File: src/rtl/vend_pkg.sv
// Shared definitions for the vending controller: FSM state encodings and coin values.
package vend_pkg;

  typedef enum logic [2:0] {
    ST_IDLE    = 3'b001,
    ST_COLLECT = 3'b010,
    ST_CHANGE  = 3'b100
  } state_e;

  localparam int unsigned HALF = 1;
  localparam int unsigned ONE  = 2;

endpackage

File: src/rtl/vend_change_pulser.sv
// Loadable down-counter that emits one registered pulse per count while enabled.
module vend_change_pulser #(
  parameter int CW = 4
) (
  input  logic          clk,
  input  logic          rst,
  input  logic          load,
  input  logic [CW-1:0] load_val,
  input  logic          en,
  output logic          pulse,
  output logic          done
);

  logic [CW-1:0] count_q, count_d;
  logic          pulse_q, pulse_d;

  always_comb begin
    count_d = count_q;
    pulse_d = 1'b0;
    if (load) begin
      count_d = load_val;
    end else if (en && (count_q != '0)) begin
      count_d = count_q - 1'b1;
      pulse_d = 1'b1;
    end
  end

  always_ff @(posedge clk) begin
    if (rst) begin
      count_q <= '0;
      pulse_q <= 1'b0;
    end else begin
      count_q <= count_d;
      pulse_q <= pulse_d;
    end
  end

  // Last coin is going out this cycle; the FSM leaves CHANGE on this edge.
  assign done  = (count_q == CW'(1));
  assign pulse = pulse_q;

endmodule

File: src/rtl/vend_ctrl.sv
// Coin-operated vending controller: accumulates credit, dispenses, refunds change.
module vend_ctrl
  import vend_pkg::*;
#(
  parameter int PRICE = 5,
  parameter int CW    = 4
) (
  input  logic          clk,
  input  logic          rst,
  input  logic          pi_money_half,
  input  logic          pi_money_one,
  input  logic          pi_cancel,
  output logic          po_cola,
  output logic          po_change,
  output logic          po_reject,
  output logic          po_busy,
  output logic [CW-1:0] po_credit
);

  state_e        state_q, state_d;
  logic [CW-1:0] credit_q, credit_d;
  logic          cola_q, cola_d;
  logic          reject_q, reject_d;

  logic [CW:0]   inc;
  logic [CW:0]   sum;
  logic [CW-1:0] rem;
  logic          load;
  logic [CW-1:0] load_val;
  logic          chg_done;

  always_comb begin
    inc = (pi_money_half ? (CW+1)'(HALF) : '0) + (pi_money_one ? (CW+1)'(ONE) : '0);
    sum = {1'b0, credit_q} + inc;
    // Only used once sum >= PRICE, so the top bit of sum is known to be zero.
    rem = sum[CW-1:0] - CW'(PRICE);
  end

  always_comb begin
    state_d  = state_q;
    credit_d = credit_q;
    cola_d   = 1'b0;
    reject_d = 1'b0;
    load     = 1'b0;
    load_val = '0;
    case (state_q)
      ST_IDLE, ST_COLLECT: begin
        if (pi_cancel && ((state_q == ST_COLLECT) || (inc != '0))) begin
          load     = 1'b1;
          load_val = sum[CW-1:0];
          credit_d = '0;
          state_d  = ST_CHANGE;
        end else if (sum >= (CW+1)'(PRICE)) begin
          cola_d   = 1'b1;
          load     = 1'b1;
          load_val = rem;
          credit_d = '0;
          state_d  = (rem != '0) ? ST_CHANGE : ST_IDLE;
        end else if (inc != '0) begin
          credit_d = sum[CW-1:0];
          state_d  = ST_COLLECT;
        end
      end
      ST_CHANGE: begin
        reject_d = (inc != '0);
        if (chg_done) state_d = ST_IDLE;
      end
      default: begin
        state_d  = ST_IDLE;
        credit_d = '0;
      end
    endcase
  end

  always_ff @(posedge clk) begin
    if (rst) begin
      state_q  <= ST_IDLE;
      credit_q <= '0;
      cola_q   <= 1'b0;
      reject_q <= 1'b0;
    end else begin
      state_q  <= state_d;
      credit_q <= credit_d;
      cola_q   <= cola_d;
      reject_q <= reject_d;
    end
  end

  vend_change_pulser #(.CW(CW)) u_pulser (
    .clk      (clk),
    .rst      (rst),
    .load     (load),
    .load_val (load_val),
    .en       (state_q == ST_CHANGE),
    .pulse    (po_change),
    .done     (chg_done)
  );

  assign po_cola   = cola_q;
  assign po_reject = reject_q;
  assign po_busy   = (state_q == ST_CHANGE);
  assign po_credit = credit_q;

endmodule

File: config.mk
export PLATFORM = sky130hd
export DESIGN_NAME = vend_ctrl
export DESIGN_NICKNAME = d
export VERILOG_FILES = /design/src/rtl/vend_pkg.sv /design/src/rtl/vend_change_pulser.sv /design/src/rtl/vend_ctrl.sv
export SDC_FILE = /design/constraint.sdc
export NUM_CORES = 1
export LEC_CHECK = 0
export CORE_AREA = 5 5 48 50
export DETAILED_ROUTE_END_ITERATION = 6
export DIE_AREA = 0 0 53 55
export GPL_ROUTABILITY_DRIVEN = 0
export PLACE_DENSITY_LB_ADDON = 0.08
export SLEW_MARGIN = 20
export SYNTH_ARGS = -nofsm -noshare
export SYNTH_HDL_FRONTEND = slang
export SYNTH_SLANG_ARGS = --single-unit
File: constraint.sdc
create_clock -name clk -period 7.6 [get_ports clk]
set_input_delay 1.52 -clock clk [delete_from_list [all_inputs] [get_ports clk]]
set_output_delay 1.52 -clock clk [all_outputs]
set_load 0.01 [all_outputs]
### Word level (Yosys, flattened, before mapping)

Index checks and enable logic that the tools add are counted.

* add/sub/neg operators: 4
* order comparisons: 1
* equality and inequality tests: 6
* mux-type cells: 21
* bitwise gates (word level): 2
* reductions and logical operators: 13

Operator list (count)
* two-way mux 4 bit: 8
* two-way mux 3 bit: 5
* one-hot mux 4 bit (2 select lines): 1
* nonzero test 4 bit: 2
* one-hot mux 3 bit (2 select lines): 1
* OR reduction 2 bit: 3
* adder 4 x 3 -> 5 bit: 1
* >= comparator 5 x 3 -> 1 bit (second input constant): 1
* two-way mux 1 bit: 5
* nonzero test 5 bit: 1
* equality test 4 x 1 -> 1 bit (second input constant): 1
* != test 4 bit (second input constant): 1
* AND reduction 2 bit: 2
* subtractor 4 x 1 -> 4 bit (second input constant): 1
* subtractor 4 x 3 -> 4 bit (second input constant): 1
* adder 1 x 2 -> 3 bit: 1
* equality test 3 x 1 -> 1 bit (second input constant): 1
* equality test 3 x 2 -> 1 bit (second input constant): 1
* equality test 3 bit (second input constant): 1
* OR reduction 3 bit: 1
* logical AND 1 bit: 2
* two-way mux 2 bit: 1
* != test 2 bit (second input constant): 1
* inverter 1 bit: 2
* 2 further kinds: 2

* register bits: 14
* input bits: 5
* output and inout bits: 8
* word-level logic and storage cells: 53

### Logic depth before layout (Yosys ltp)

Gate-level depths: netlist of the first run.

* depth in word-level cells: 9
* depth in mapped cells: 9
* gate-level depth less buffers: 9

### By module

Synthesis of the first run repeated with hierarchy kept, for this count alone.

* cells, all modules: 120
* area, all modules: 1014.7 µm²

By module, submodules not included
* vend_ctrl: times used 1, cells each 85, area each 706.9 µm², sequential area each 180.2 µm²
* vend_change_pulser: times used 1, cells each 35, area each 307.8 µm², sequential area each 100.1 µm²

### Worst setup path before layout of the first run

Ideal clock, no wire load.

* path kind: input to register
* from: input port pi_money_half
* to: register u_pulser.count_q[3]
* library setup time: 0.116 ns
* arrival time: 3.516 ns
* required time: 7.484 ns
* path slack: 3.968 ns
* stages on the path: 9
* buffers on the path: 0
* cell sequence: ha_1 fa_1 inv_1 ha_1 nor3_1 o221ai_4 o21ai_2 a21oi_1 o211a_1

* longest elaborated chain between the ends: 8
* elaborated cells on any way between the ends: 16
* classes of those cells: add/sub (3); order compare (1); mux (8); reduce/logical (4)

RTL lines
* start, declared: line vend_ctrl.sv:10 `input logic pi_money_half,`
* two-way mux 1 bit (*): line vend_ctrl.sv:33 `inc = (pi_money_half ? (CW+1)'(HALF) : '0) + (pi_money_one ? (CW+1)'(ONE) : '0);`
* adder 1 x 2 -> 3 bit (*): line vend_ctrl.sv:33
* adder 4 x 3 -> 5 bit or nonzero test 5 bit (tied branches): line vend_ctrl.sv:34, vend_ctrl.sv:48
* subtractor 4 x 3 -> 4 bit (tied with other cells): line vend_ctrl.sv:36 `rem = sum[CW-1:0] - CW'(PRICE);`
* two-way mux 4 bit (tied with other cells): line vend_ctrl.sv:53 `end else if (sum >= (CW+1)'(PRICE)) begin`
* two-way mux 4 bit or two-way mux 1 bit (tied branches): line vend_ctrl.sv:48 `if (pi_cancel && ((state_q == ST_COLLECT) || (inc != '0))) begin`
* two-way mux 4 bit or two-way mux 1 bit (tied branches): line vend_ctrl.sv:46 `case (state_q)`
* two-way mux 4 bit or nonzero test 2 bit (tied branches)
* end signal, assigned: line vend_change_pulser.sv:33 `count_q <= count_d;`
* end, declared: line vend_change_pulser.sv:14 `logic [CW-1:0] count_q, count_d;`

Mark *: on every way between the ends. The rest lies on a longest branch, timed or not.
A chain may end at the register's enable or synchronous reset.

### Worst setup path in the final report of the first run

Same ends and word-level chain as after synthesis.

==> impl_metrics.json, run 1 <==
{
  "dp_hpwl_um": 1790,
  "hold_buffers": 0,
  "pwr_density_cell_nw_per_um2": 215,
  "cts_setup_buffers": 0,
  "tightest_slew_ps": 800,
  "finalWirelength_um": 2300,
  "ir_drop_mv": 0.104,
  "dpl.cell_count": 156,
  "skew_ps": 6.69,
  "status": "finished, final reports clean",
  "cts_tree": "yes",
  "async_reset_ff_share_pct": 0,
  "synth_area_per_cell_sq_um": 8.46,
  "ctsResizeCount": 0,
  "ys_seq_elements": 14,
  "synthToLayoutAreaGrowth_pct": 15.4,
  "nets": 147,
  "core-area_sq_um": 1860,
  "io_buffers": 12,
  "maxCapViolCount": 0,
  "total_power_mw": 0.252,
  "synth_ff_type": "dfxtp_1",
  "die_area_sq_um": 2920,
  "ys_warn_count": 0,
  "ant_nets": 0,
  "grt_max_degree": 15,
  "timing.slew.headroom_pct": 46.2,
  "synthDistinctLibCells": 44,
  "critical_path_class": "in -> reg",
  "synth_edf_count": 0,
  "grt_pass1_vias": 871,
  "nFillCells": 166,
  "diodes": 0,
  "finish.instance_area_sq_um": 1170,
  "finalCoreUtilization_pct": 62.9,
  "overflow": 0,
  "grt.total_usage_pct": 18.6,
  "io_pins": 13,
  "cts_buffers": 3,
  "cp-start-kind": "input port",
  "finalSetupViolations": 0,
  "drtIter0Drc": 18,
  "fmax_mhz": 241,
  "wl_per_cell_um": 14.5,
  "grt_pass1_wl_um": 3910,
  "dpl_cell_area_sq_um": 1150,
  "layout_common_cells": "14 x dfxtp_1, 13 x nor2_1, 12 x clkdlybuf4s50_1, 11 x nand2_1, 8 x inv_1",
  "clock_latency_ps": 290,
  "clkSinkCount": 14,
  "synth_top_cell_by_area": "dfxtp_1",
  "antenna_found_initial": 0,
  "p_leak_nw": 0.450,
  "period_needed_ps": 4150,
  "cts_root_buf": "clkbuf_4",
  "crit_fanout": 7,
  "synth.area.top_cells": "dfxtp_1 28%, ha_1 8.6%, nor2_1 4.8%",
  "rsz0062_at_grt": "false",
  "dieHeight_um": 55,
  "syn-cell-area_sq_um": 1010,
  "cp.arrival_ps": 4330,
  "viasPerCell": 5.79,
  "yosysSeqAreaShare_pct": 27.6,
  "drive_gt1_share_pct": 8.33,
  "cp.required_ps": 7780,
  "synth_nets": 133,
  "setup_tns_ps": 0,
  "routed-via-count": 921,
  "first_pass_iters": 4,
  "clock_path_buffers": 2,
  "synthCells": 120,
  "drv_slew": 0,
  "htree_levels": 1,
  "hold_path.class": "reg -> reg",
  "start_util_pct": 54.5,
  "path_clk_slew_ps": 80,
  "final_hold_viol_count": 0,
  "final_common_cell": "dfxtp_1",
  "critPathCaptureType": "flop",
  "yosys.area.top_type_share_pct": 27.6,
  "drc": 0,
  "fp.dieW_um": 53,
  "std_cell_rows": 16,
  "final_cells": 159,
  "fin_crit_sh_pct": 54.6
}
[power by group]
group          internal (mW)  switching, mW
Combinational         0.0488         0.0610
Sequential            0.0840         0.0149
Clock                 0.0184         0.0247
[Yosys cell counts (all sizes together) (2+ instances only)]
master	instances
nand2b	2
a31oi	2
ha	7
a21oi	7
o31ai	2
xnor2	4
a22oi	2
inv	8
o21a	2
nor4	2
nor3	5
nand2	11
a211oi	2
a31o	2
a21o	2
buf	2
o21ai	7
nor2	13
dfxtp	14
nand3	6
[through the flow]
| stage | setup WS (ps) | hold slack [ps] |
|---|---|---|
| detailed placement | 3200 | 509 |
| global route | 3410 | 566 |
| global placement | 3320 | 504 |
| finish | 3450 | 521 |
| floorplan | 3970 | 482 |
| CTS | 3490 | 521 |
[registers in the layout (all words and copies together), names as in the netlist]
| name | flops |
|---|---|
| state_q | 3 |
| po_reject | 1 |
| u_pulser.pulse | 1 |
| po_credit | 4 |
| po_cola | 1 |
| u_pulser.count_q | 4 |
[final cells by class]
| class | count | area, sq um | share of cell area [%] |
|---|---|---|---|
| Clock buffer | 3 | 22.5 | 1.92 |
| Sequential cell | 14 | 280 | 23.9 |
| Timing Repair Buffer | 12 | 120 | 10.3 |
| Tap cell | 27 | 33.8 | 2.88 |
| Multi-Input combinational cell | 95 | 684 | 58.4 |
| Inverter | 8 | 30.0 | 2.56 |
[path summary, 6_finish.rpt]
kind,startpoint,to,cells past startpoint,slack (ps)
max,pi_money_half,u_pulser.count_q[3]$_SDFFE_PP0P_,10,3450
min,u_pulser.count_q[1]$_SDFFE_PP0P_,u_pulser.count_q[1]$_SDFFE_PP0P_,2,520
min reg2reg,u_pulser.count_q[1]$_SDFFE_PP0P_,u_pulser.count_q[1]$_SDFFE_PP0P_,2,520
max reg2reg,po_credit[0]$_SDFFE_PP0P_,u_pulser.count_q[3]$_SDFFE_PP0P_,9,4880
[routing by layer]
| layer | routed length [um] | GRT usage [%] |
|---|---|---|
| met1 | 1040 | 23.4 |
| met2 | 1090 | 30.0 |
| met3 | 109 | 3.22 |
| met4 | 65 | 11.1 |
| met5 | 0 | 0 |
[worst max-delay path, cell delays in order]
cell and delay, ps:
clkdlybuf4s50_1 480, ha_1 280, fa_1 590, inv_1 120, ha_1 220, nor3_1 300
o221ai_4 190, o21ai_2 300, a21oi_1 110, o211a_1 230
[cells by family after synthesis]
| family | after synthesis | synth area share [%] |
|---|---|---|
| adder cells (fa/ha/maj) | 8 | 10.6 |
| buffers and inverters | 11 | 4.93 |
| AO/OA/AOI/OAI | 37 | 30.2 |
| flip-flops | 14 | 27.6 |
| AND/OR/NAND/NOR | 46 | 22.4 |
| XOR/XNOR | 4 | 4.19 |
(Power assumes the default switching activity.)
==> run 2: changes to the inputs <==
- CORE_AREA: 5 5 48 50 -> 5 5 52 54
- DIE_AREA: 0 0 53 55 -> 0 0 57 59
- clock period: 7.6 -> 3.5 ns (I/O delays scaled with it)
==> run 2 against run 1 <==
  * Sequential power up 120%
  * Register-to-register slack worse by 4000 ps
  * Non-clock buffer count up 3
  * Via count up 0.87%
  * Total power up 130%
  * Setup slack worse by 3100 ps
  * Die area up 15%
  * Cell area up 3.2%
  * Combinational power up 130%
  * Clock power rose to 2.9 times the previous value
  * Sequential share of layout area down 0.74 points
  * Wire length up 1.7%
  * Largest cell class unchanged
  * Largest power group unchanged
  * Highest routed layer unchanged
==> impl_metrics.json, run 2 (same netlist as run 1, synthesis figures left out) <==
{
  "cp.required_ps": 3690,
  "grt_pass1_wl_um": 4120,
  "fin_ws_ps": 350,
  "io_buffers": 12,
  "diodes": 0,
  "drc": 0,
  "status": "finished, final reports clean",
  "std_cell_rows": 17,
  "cp-start-kind": "input port",
  "wl_per_cell_um": 14.3,
  "synthToLayoutAreaGrowth_pct": 19.1,
  "hold_path.class": "reg -> reg",
  "drive_gt1_share_pct": 11.0,
  "timing.slew.headroom_pct": 42.9,
  "cp.arrival_ps": 3340,
  "maxCapViolCount": 0,
  "skew_ps": 2.00,
  "path_clk_slew_ps": 90,
  "clkSinkCount": 14,
  "period_needed_ps": 3150,
  "ir_drop_mv": 0.237,
  "overflow": 0,
  "start_util_pct": 46.8,
  "fmax_mhz": 317,
  "layout_common_cells": "14 x dfxtp_1, 13 x nor2_1, 12 x clkdlybuf4s50_1, 11 x nand2_1, 8 x inv_1",
  "p_leak_nw": 0.471,
  "cts_tree": "yes",
  "first_pass_iters": 4,
  "dp_hpwl_um": 1850,
  "crit_fanout": 7,
  "ctsResizeCount": 0,
  "fin_crit_sh_pct": 90.0,
  "nets": 150,
  "ant_nets": 0,
  "final_common_cell": "dfxtp_1",
  "setup_tns_ps": 0,
  "grt_max_degree": 15,
  "routed-via-count": 929,
  "drtIter0Drc": 16,
  "hold_slack_ps": 533,
  "tightest_slew_ps": 849,
  "cts_setup_buffers": 0,
  "critical_path_class": "in -> reg",
  "hold_buffers": 0,
  "core-area_sq_um": 2170,
  "clock_path_buffers": 2,
  "final_hold_viol_count": 0,
  "finalWirelength_um": 2340,
  "rsz0062_at_grt": "false",
  "antenna_found_initial": 0,
  "finalSetupViolations": 0,
  "htree_levels": 1,
  "grt.total_usage_pct": 15.5,
  "io_pins": 13,
  "drv_slew": 0,
  "cts_buffers": 3,
  "clock_latency_ps": 290,
  "pwr_density_cell_nw_per_um2": 484,
  "place_ws_ps": 36.8,
  "fp.dieW_um": 57,
  "dieHeight_um": 59,
  "critPathCaptureType": "flop",
  "viasPerCell": 5.66,
  "cts_root_buf": "clkbuf_4",
  "grt_pass1_vias": 902,
  "die_area_sq_um": 3360
}
[run 2: cell types whose count changed in the layout (fill, tap and decap cells not counted)]
cell	change
clkbuf_8	+1
buf_4	+3
[run 2: final timing paths]
path	slack [ps]	endpoint	depth (start not counted)	from
max	350	u_pulser.count_q[3]$_SDFFE_PP0P_	10	pi_money_half
min	530	u_pulser.count_q[1]$_SDFFE_PP0P_	2	u_pulser.count_q[1]$_SDFFE_PP0P_
max reg2reg	920	u_pulser.count_q[3]$_SDFFE_PP0P_	9	po_credit[0]$_SDFFE_PP0P_
min reg2reg	530	u_pulser.count_q[1]$_SDFFE_PP0P_	2	u_pulser.count_q[1]$_SDFFE_PP0P_
[run 2: per-layer routing]
metal  global-route usage, %  vias up  wire length (um)
met4                    7.95        0                51
met3                    2.83        5                66
met5                       0        -                 0
met1                    20.1      440              1140
met2                    24.6       13              1080
li1                        -      471                 -
[run 2: area by class of cell]
| type | count | area, sq um |
|---|---|---|
| clock buffer | 4 | 36.3 |
| fill | 218 | 961 |
| inverter | 8 | 30.0 |
| multi-input combinational | 95 | 684 |
| sequential | 14 | 280 |
| tap | 28 | 35.0 |
| timing repair buffer | 15 | 143 |
[run 2: critical path, stage by stage]
cell,delay [ps]
clkdlybuf4s50_1,460
ha_1,270
fa_1,570
inv_1,80
ha_1,190
nor3_1,290
o221ai_4,190
o21ai_2,270
a21oi_1,100
o211a_1,230
[run 2: report_power, final]
part	internal, mW	total [mW]	switching, mW
Clock	0.0634	0.123	0.0592
Combinational	0.113	0.248	0.134
Sequential	0.182	0.215	0.0325
Total	0.359	0.585	0.226
[run 2: stage by stage]
step,instances,power (mW),utilization [%],area (sq um)
floorplan,120,0.394,-,1010
global placement,160,0.460,54.0,1170
detailed placement,160,0.464,54.0,1170
CTS,164,0.588,55.7,1210
global route,164,0.632,55.7,1210
finish,164,0.585,55.7,1210
